==> src/rtl/wt_dcache_rd_ctrl_pkg.sv <==
// Shared widths, request/response bundles and platform config
// for the write-through dcache read controller.
package wt_dcache_rd_ctrl_pkg;

    localparam int unsigned PLEN                = 56;
    localparam int unsigned DCACHE_SET_ASSOC    = 4;
    localparam int unsigned DCACHE_OFFSET_WIDTH = 4;
    localparam int unsigned DCACHE_INDEX_WIDTH  = 12;
    localparam int unsigned DCACHE_CL_IDX_WIDTH = DCACHE_INDEX_WIDTH - DCACHE_OFFSET_WIDTH;
    localparam int unsigned DCACHE_TAG_WIDTH    = PLEN - DCACHE_INDEX_WIDTH;
    localparam int unsigned CACHE_ID_WIDTH      = 3;
    localparam int unsigned NrCachedRegions     = 2;

    typedef struct packed {
        logic [DCACHE_INDEX_WIDTH-1:0] address_index;
        logic [DCACHE_TAG_WIDTH-1:0]   address_tag;
        logic                          data_req;
        logic [1:0]                    data_size;
        logic                          kill_req;
        logic                          tag_valid;
    } dcache_req_i_t;

    typedef struct packed {
        logic        data_gnt;
        logic        data_rvalid;
        logic [63:0] data_rdata;
    } dcache_req_o_t;

    typedef struct packed {
        logic [DCACHE_SET_ASSOC-1:0] vld;
        logic [63:0]                 data;
    } dcs_data_t;

    typedef struct packed {
        logic [NrCachedRegions-1:0][PLEN-1:0] cached_region_addr_base;
        logic [NrCachedRegions-1:0][PLEN-1:0] cached_region_length;
    } ariane_cfg_t;

    localparam ariane_cfg_t ArianeDefaultConfig = '{
        cached_region_addr_base: {56'h10_0000_0000, 56'h00_8000_0000},
        cached_region_length:    {56'h00_1000_0000, 56'h00_4000_0000}
    };

    typedef enum logic [2:0] {
        IDLE,
        READ,
        MISS_REQ,
        MISS_WAIT,
        KILL_MISS,
        REPLAY,
        REPLAY_READ
    } rd_state_e;

    // One extra bit so base + length cannot wrap at the top of memory
    function automatic logic is_inside_cacheable_regions(
        ariane_cfg_t     cfg,
        logic [PLEN-1:0] addr
    );
        logic [PLEN:0] lo;
        logic [PLEN:0] hi;
        logic [PLEN:0] a;
        logic          hit;
        hit = 1'b0;
        a   = {1'b0, addr};
        for (int k = 0; k < NrCachedRegions; k++) begin
            lo  = {1'b0, cfg.cached_region_addr_base[k]};
            hi  = lo + {1'b0, cfg.cached_region_length[k]};
            hit = hit | ((a >= lo) && (a < hi));
        end
        return hit;
    endfunction

endpackage

==> src/rtl/wt_dcache_rd_ctrl.sv <==
// Read-port controller for the write-through L1 dcache: arbitrates the
// array read port and sequences hits, misses, kills and replays.
module wt_dcache_rd_ctrl
    import wt_dcache_rd_ctrl_pkg::*;
#(
    parameter logic [CACHE_ID_WIDTH-1:0] RdTxId    = CACHE_ID_WIDTH'(1),
    parameter ariane_cfg_t               ArianeCfg = ArianeDefaultConfig
) (
    input  logic                           clk_i,
    input  logic                           rst_ni,
    input  logic                           cache_en_i,
    input  dcache_req_i_t                  req_port_i,
    output dcache_req_o_t                  req_port_o,
    output logic                           miss_req_o,
    input  logic                           miss_ack_i,
    output logic                           miss_we_o,
    output logic [63:0]                    miss_wdata_o,
    output logic [DCACHE_SET_ASSOC-1:0]    miss_vld_bits_o,
    output logic [PLEN-1:0]                miss_paddr_o,
    output logic                           miss_nc_o,
    output logic [2:0]                     miss_size_o,
    output logic [CACHE_ID_WIDTH-1:0]      miss_id_o,
    output dcs_data_t                      miss_dcs_data_o,
    input  logic                           miss_replay_i,
    input  logic                           miss_rtrn_vld_i,
    input  logic                           wr_cl_vld_i,
    output logic [DCACHE_TAG_WIDTH-1:0]    rd_tag_o,
    output logic [DCACHE_CL_IDX_WIDTH-1:0] rd_idx_o,
    output logic [DCACHE_OFFSET_WIDTH-1:0] rd_off_o,
    output logic                           rd_req_o,
    output logic                           rd_tag_only_o,
    input  logic                           rd_ack_i,
    input  logic [63:0]                    rd_data_i,
    input  logic [DCACHE_SET_ASSOC-1:0]    rd_vld_bits_i,
    input  logic [DCACHE_SET_ASSOC-1:0]    rd_hit_oh_i
);

    rd_state_e                   state_q, state_d;
    logic [DCACHE_TAG_WIDTH-1:0]   address_tag_q, address_tag_d;
    logic [DCACHE_INDEX_WIDTH-1:0] address_idx_q, address_idx_d;
    logic [1:0]                    data_size_q, data_size_d;
    logic [DCACHE_SET_ASSOC-1:0]   vld_bits_q, vld_bits_d;
    logic                          rd_ack_q, rd_ack_d;

    logic                          gnt;
    logic                          rvalid;
    logic                          accept;
    logic [DCACHE_INDEX_WIDTH-1:0] cur_idx;

    assign cur_idx  = (state_q == IDLE) ? req_port_i.address_index : address_idx_q;
    assign rd_idx_o = cur_idx[DCACHE_INDEX_WIDTH-1:DCACHE_OFFSET_WIDTH];
    assign rd_off_o = cur_idx[DCACHE_OFFSET_WIDTH-1:0];
    assign rd_tag_o = req_port_i.tag_valid ? req_port_i.address_tag : address_tag_q;

    assign rd_tag_only_o   = 1'b0;
    assign miss_we_o       = 1'b0;
    assign miss_wdata_o    = '0;
    assign miss_dcs_data_o = '0;
    assign miss_id_o       = RdTxId;
    assign miss_vld_bits_o = vld_bits_q;
    assign miss_paddr_o    = {address_tag_q, address_idx_q};
    assign miss_nc_o       = ~cache_en_i
                           | ~is_inside_cacheable_regions(ArianeCfg, miss_paddr_o);
    assign miss_size_o     = miss_nc_o ? {1'b0, data_size_q} : 3'b111;

    assign req_port_o.data_gnt    = gnt;
    assign req_port_o.data_rvalid = rvalid;
    assign req_port_o.data_rdata  = rd_data_i;

    always_comb begin
        state_d       = state_q;
        address_tag_d = address_tag_q;
        address_idx_d = address_idx_q;
        data_size_d   = data_size_q;
        vld_bits_d    = vld_bits_q;
        rd_ack_d      = rd_ack_i;
        rd_req_o      = 1'b0;
        miss_req_o    = 1'b0;
        gnt           = 1'b0;
        rvalid        = 1'b0;
        accept        = 1'b0;

        unique case (state_q)
            IDLE: accept = 1'b1;
            READ, REPLAY_READ: begin
                rd_req_o = 1'b1;
                if (req_port_i.kill_req) begin
                    rvalid  = 1'b1;
                    state_d = IDLE;
                end else if (req_port_i.tag_valid || state_q == REPLAY_READ) begin
                    if (state_q == READ) begin
                        address_tag_d = req_port_i.address_tag;
                    end
                    // stale or clobbered array data must be read again
                    if (wr_cl_vld_i || !rd_ack_q) begin
                        state_d = REPLAY;
                    end else if (|rd_hit_oh_i && cache_en_i) begin
                        rvalid  = 1'b1;
                        state_d = IDLE;
                        accept  = 1'b1;
                    end else begin
                        vld_bits_d = rd_vld_bits_i;
                        state_d    = MISS_REQ;
                    end
                end
            end
            MISS_REQ: begin
                miss_req_o = 1'b1;
                if (req_port_i.kill_req) begin
                    rvalid  = 1'b1;
                    state_d = miss_ack_i ? KILL_MISS : IDLE;
                end else if (miss_replay_i) begin
                    state_d = REPLAY;
                end else if (miss_ack_i) begin
                    state_d = MISS_WAIT;
                end
            end
            MISS_WAIT: begin
                if (req_port_i.kill_req) begin
                    rvalid  = 1'b1;
                    state_d = miss_rtrn_vld_i ? IDLE : KILL_MISS;
                end else if (miss_rtrn_vld_i) begin
                    rvalid  = 1'b1;
                    state_d = IDLE;
                end
            end
            KILL_MISS: begin
                if (miss_rtrn_vld_i) begin
                    state_d = IDLE;
                end
            end
            REPLAY: begin
                rd_req_o = 1'b1;
                if (rd_ack_i) begin
                    state_d = REPLAY_READ;
                end
            end
            default: state_d = IDLE;
        endcase

        // a hit retiring in READ may accept the next request in the same cycle
        if (accept && req_port_i.data_req) begin
            rd_req_o = 1'b1;
            if (rd_ack_i) begin
                gnt           = 1'b1;
                address_idx_d = req_port_i.address_index;
                data_size_d   = req_port_i.data_size;
                state_d       = READ;
            end
        end
    end

    always_ff @(posedge clk_i or negedge rst_ni) begin
        if (!rst_ni) begin
            state_q       <= IDLE;
            address_tag_q <= '0;
            address_idx_q <= '0;
            data_size_q   <= '0;
            vld_bits_q    <= '0;
            rd_ack_q      <= 1'b0;
        end else begin
            state_q       <= state_d;
            address_tag_q <= address_tag_d;
            address_idx_q <= address_idx_d;
            data_size_q   <= data_size_d;
            vld_bits_q    <= vld_bits_d;
            rd_ack_q      <= rd_ack_d;
        end
    end

endmodule

==> config.mk <==
export PLATFORM = sky130hd
export DESIGN_NAME = wt_dcache_rd_ctrl
export DESIGN_NICKNAME = d
export VERILOG_FILES = /design/src/rtl/wt_dcache_rd_ctrl_pkg.sv /design/src/rtl/wt_dcache_rd_ctrl.sv
export SDC_FILE = /design/constraint.sdc
export NUM_CORES = 1
export LEC_CHECK = 0
export BUFFER_PORTS_ARGS = -buffer_cell sky130_fd_sc_hd__buf_2
export CAP_MARGIN = 10
export CORE_AREA = 5 5 180 182
export CTS_CLUSTER_SIZE = 25
export DETAILED_ROUTE_END_ITERATION = 10
export DIE_AREA = 0 0 185 187
export PLACE_DENSITY_LB_ADDON = 0.05
export SLEW_MARGIN = 20
export SYNTH_ARGS = -nofsm -noshare
export SYNTH_HDL_FRONTEND = slang
export SYNTH_SLANG_ARGS = --single-unit
==> constraint.sdc <==
create_clock -name clk_i -period 2.5 [get_ports clk_i]
set_input_delay 0.5 -clock clk_i [delete_from_list [all_inputs] [get_ports clk_i]]
set_output_delay 0.5 -clock clk_i [all_outputs]
set_load 0.01 [all_outputs]
==> results of run 1 <==
[state kept, by name, summed over array words and instances, names as in the netlist]
name	flops
rd_ack_q	1
miss_vld_bits_o	4
state_q	3
address_idx_q	12
address_tag_q	44
data_size_q	2
[layer usage]
| layer | GRT usage (%) | part of all wire [%] | vias to the layer above |
|---|---|---|---|
| met5 | 0 | 0.045 | - |
| met4 | 3.501 | 1.7 | 2 |
| met3 | 2.470 | 8.4 | 33 |
| met2 | 17.50 | 51 | 206 |
| met1 | 11.18 | 39 | 1979 |
| li1 | - | - | 1886 |
[worst paths after layout]
kind                       slack [ns]                             end                           start
max                              0.07                     rd_off_o[2]            state_q[0]$_DFF_PN0_
min                              0.15   address_tag_q[21]$_DFFE_PN0P_                          rst_ni
max reg2reg                      0.37    address_tag_q[5]$_DFFE_PN0P_            state_q[2]$_DFF_PN0_
min reg2reg                      0.50  miss_vld_bits_o[1]$_DFFE_PN0P_  miss_vld_bits_o[1]$_DFFE_PN0P_
max in group asynchronous        1.99            state_q[2]$_DFF_PN0_                          rst_ni
min in group clk_i               0.40  miss_vld_bits_o[3]$_DFFE_PN0P_                rd_vld_bits_i[3]
[power by group through the flow]
stage	Sequential, uW	Combinational (uW)	Clock [uW]
floorplan	2130	2400	0
global placement	2090	3790	0
detailed placement	2070	3780	0
CTS	2080	3800	1330
global route	2160	4180	1370
finish	2070	3840	1250
[repair_timing]
action,CTS,global route
resized for setup,3,16
setup endpoints to repair,9,16
hold endpoints to repair,0,0
hold buffers,0,0
setup buffers,0,1
pin swaps,0,3
[critical path: stages (launching register included)]
cell     delay, ns
dfrtp_1       0.40
buf_6         0.15
or3_4         0.39
buf_8         0.17
and2_1        0.19
a21o_1        0.16
buf_2         0.13
[stage by stage]
| step | TNS, ns | setup slack, ns | area [sq um] |
|---|---|---|---|
| 2_1_floorplan | 0 | 0.01457 | 6166 |
| 3_3_place_gp | 0 | 0.1658 | 6168 |
| 3_5_place_dp | 0 | 0.1668 | 6168 |
| 4_1_cts | -0.03571 | -0.01058 | 6465 |
| 5_1_grt | 0 | 0.003665 | 6529 |
| 6_report | 0 | 0.07279 | 6529 |
[cell usage in the layout (no fill, tap or decap), drive strengths merged, types with 2 or more instances in the layout]
master / instances
buf: 220
conb: 137
mux2: 92
dfrtp: 66
nor2: 20
nand2: 20
nand3: 19
a21o: 13
mux2i: 13
a211oi: 13
a221oi: 12
and2: 12
clkbuf: 9
inv: 9
o21ai: 7
o211ai: 5
nor3: 4
nor4: 4
nor2b: 3
nand3b: 3
a21oi: 3
a211o: 2
nor3b: 2
nor4b: 2
or2: 2
or4: 2
o221a: 2
clkinvlp: 2
or3: 2
[layout make-up]
class                   count  area (sq um)
clock buffers               9         225.2
flip-flops and latches     66          1654
well taps                 396         495.5
clock inverters             7         58.81
fillers                  3357         23900
inverters                   5         18.77
repair buffers            220          1210
multi-input cells         399          2867
[logic make-up after synthesis]
logic type | Yosys count | synth area share (%)
buf+inv | 237 | 30.07
compound gates | 60 | 8.490
other cells | 2 | 0.1327
flops | 66 | 29.18
mux | 105 | 23.26
simple gates | 97 | 8.866
==> reports/results.ini, run 1 <==
[logic_synthesis]
synth_commonest_cells = 204 x buf_4, 66 x dfrtp_1, 52 x mux2_2
yosys.area.top_type = dfrtp_1
synth_area_leaders = dfrtp_1 29%, buf_4 27%, mux2_4 11%
synth_top_area_share_pct = 29.18
synth.most_common_cell = buf_4
ys.flop_type = dfrtp_1
synth_area_sq_um = 5659
yosysUniqueCellTypes = 37
synth_edf_count = 0
syn_avg_cell_area_sq_um = 9.981
synthCells = 567
yosys_warnings = 0
ys_seq_area_share_pct = 29.18
synth_seq_cells = 66
async_flop_share_pct = 100.0

[clock_tree]
clk_latency_ns = 0.34
cts_tree = done
cts_buffer_depth = 2
clkTransAtPathRegs_ns = 0.07
h-tree-depth = 3
cts_inserted_buffers = 9
root_buffer = clkbuf_16
cts.sinks = 66

[floorplanning]
fp.dieH_um = 187
coreArea_sq_um = 30430
start_util_pct = 18.60
die_x_um = 185
design.die.area_sq_um = 34600
io_pins = 466
rows = 64

[layout]
stdcell_count = 1102
syn2layout_area_growth_pct = 15.37
utilization_pct = 21.46
layout-drive-gt1-share_pct = 49.86
nets = 842
antenna_cells = 0

[placement]
dp.cells = 1085
io_buffers = 200
hpwlAfterDp_mm = 13.93
gp_congestion = 0.7237

[sta]
whs_ns = 0.1512
setup_viol = 0
finalHoldViolations = 0
layout_min_cycle_time_ns = 2.427
finalCritPeriodShare_pct = 97.09
rsz0062_at_grt = false
skew_ns = 0.007164
slew_violations = 0
max_freq_mhz = 412.0

[worst_setup_path]
cp_max_fo = 14
cp.required_ns = 2.00
worstRegToRegCells = 4
worstSetupPathType = flop to output pin
end_kind = output pin
cp-start-kind = flop
cp.arrival_ns = 1.93

[power_and_ir_drop]
pwr-share-seq_pct = 28.9
vdd_ir_drop_max_mv = 0.2960
cellPowerDensity_nw_per_um2 = 1098
power.share.combinational_pct = 53.6
power.internal_uw = 4198
p_sw_uw = 2970
switching_share_pct = 41.43
clockPowerShare_pct = 17.5
p_leak_uw = 0.003266
p_total_uw = 7168

[global_route]
grt_max_degree = 67
grt_use_total_pct = 9.782
grt_pass1_wl_mm = 26.24
grt_pass1_vias = 4173
grt_remaining_overflow = 0
grt_antenna_before_repair = 1

[outcome]
status = completed

[detailed_routing]
vias_per_cell = 3.726
wl_per_cell_um = 16.30
routed_wl_mm = 17.96
drtPass1Iterations = 4
drtAntennaViolNets = 0
detail_route.iter0.violations = 107
drc = 0
vias = 4106

[flow_run]
cap_violations = 0

[worst_hold_path]
hp-class = primary input to async pin

Power figures use the tool's default switching activity.
==> run 2, diff against run 1 <==
REMOVE_ABC_BUFFERS = 1   (was not set)
==> reports/results.ini, run 2 (synthesized netlist as in run 1, its figures left out) <==
[worst_setup_path]
worst-path-buf-inv = 2
slowest_delay_ns = 0.45
cpMaxStageDelayCell = dfrtp_2
worstRegToRegCells = 4
cp.arrival_ns = 1.92
rr_startpoint = state_q[2]$_DFF_PN0_
cpLargestDelayFamily = simple AND/OR/NAND/NOR gates
path_cells = or3_1 > buf_12 > and2_1 > a21o_1 > buf_2
worstSetupPathType = flop to output pin
worst-path-stages = 5
cp-start-kind = flop
r2r_slack_ns = 0.35
cp_max_fo = 28
end_kind = output pin
reg2reg_to = address_tag_q[19]$_DFFE_PN0P_
cp.required_ns = 2.00

[clock_tree]
cts_inserted_buffers = 9
h-tree-depth = 3
clk_latency_ns = 0.34
cts_tree = done
clkTransAtPathRegs_ns = 0.07
cts_buffer_depth = 2
cts.sinks = 66
root_buffer = clkbuf_16

[layout]
layout_commonest_cell = buf_2
fillCellCount = 3395
most-common-layout-cells = 199 x buf_2, 137 x conb_1, 63 x dfrtp_1, 52 x mux2_2, 40 x mux2_4
antenna_cells = 0
nets = 844
utilization_pct = 21.92
largest_reg_flops = 44
layout-drive-gt1-share_pct = 49.44
top_register = address_tag_q
syn2layout_area_growth_pct = 17.84

[floorplanning]
fp.dieH_um = 187
die_x_um = 185
start_util_pct = 18.60
coreArea_sq_um = 30430
design.die.area_sq_um = 34600
rows = 64
io_pins = 466

[global_route]
grt_pass1_wl_mm = 32.93
grt_max_degree = 45
grt_pass1_vias = 4526
grt_antenna_before_repair = 0
grt_use_total_pct = 12.82
grt_remaining_overflow = 0

[power_and_ir_drop]
p_total_uw = 7549
vdd_ir_drop_max_mv = 0.3264
cellPowerDensity_nw_per_um2 = 1132
p_leak_uw = 0.003354

[sta]
slew_violations = 0
skew_ns = 0.01075
max_freq_mhz = 413.5
layout_min_cycle_time_ns = 2.419
finalHoldViolations = 0
slew_headroom_pct = 66.07
finalCritPeriodShare_pct = 96.74
tightest_slew_ns = 0.5089
finalSetupTns_ns = 0
setup_viol = 0
rsz0062_at_grt = true

[detailed_routing]
wl_per_cell_um = 20.89
detail_route.iter0.violations = 173
vias_per_cell = 3.822
drtAntennaViolNets = 0
drc = 0
drtPass1Iterations = 4
vias = 4219
routed_wl_mm = 23.07

[placement]
gp_congestion = 0.6888
hpwlAfterDp_mm = 18.20
io_buffers = 200

[worst_hold_path]
hp-class = primary input to async pin

[outcome]
status = completed

[flow_run]
cap_violations = 0

==> run 2: final cells by class <==
type	instances	area [sq um]	share of cell area (%)
Sequential cell	66	1655	24.82
Clock inverter	6	137.6	2.064
Multi-Input combinational cell	399	2892	43.36
Clock buffer	10	239.0	3.583
Timing Repair Buffer	222	1231	18.46
Inverter	5	18.77	0.2814
Tap cell	396	495.5	7.430
==> run 2: per-layer routing <==
| layer | global-route usage, % | wire length (um) | vias up |
|---|---|---|---|
| met4 | 2.005 | 132 | 6 |
| met2 | 15.88 | 8714 | 300 |
| met3 | 10.05 | 3793 | 14 |
| li1 | - | - | 1895 |
| met1 | 17.10 | 10190 | 2004 |
| met5 | 5.143 | 232 | - |
==> run 2: what timing repair did <==
action	CTS	global route
endpoints found under the setup margin	5	16
buffers inserted	1	2
pin swaps	1	2
resized for setup	4	11
hold buffers	0	0
==> run 2: worst max-delay path by stage <==
stage	startpoint	to	slack [ns]
CTS	address_tag_q[16]$_DFFE_PN0P_	miss_size_o[0]	0.002
floorplan	state_q[1]$_DFF_PN0_	address_tag_q[0]$_DFFE_PN0P_	-0.50
global placement	cache_en_i	miss_size_o[1]	0.10
finish	state_q[1]$_DFF_PN0_	rd_idx_o[3]	0.08
detailed placement	cache_en_i	miss_size_o[0]	0.04
global route	address_tag_q[33]$_DFFE_PN0P_	miss_size_o[1]	-0.01
==> run 2: per-stage QoR <==
step | worst slack (ns) | hold slack (ns) | cell area, sq um | cells
4_1_cts | 0.001768 | 0.1327 | 6600 | 1102
2_1_floorplan | -0.4996 | 0.2044 | 4483 | 470
3_3_place_gp | 0.1033 | 0.4862 | 6188 | 1085
6_report | 0.08149 | 0.1208 | 6669 | 1104
5_1_grt | -0.01281 | 0.1463 | 6669 | 1104
3_5_place_dp | 0.04461 | 0.4931 | 6188 | 1085
==> run 2: where the power goes <==
group | switching [uW] | internal, uW | total [uW]
logic | 1890 | 1910 | 3800
clock network | 548 | 1110 | 1660
registers | 538 | 1550 | 2090
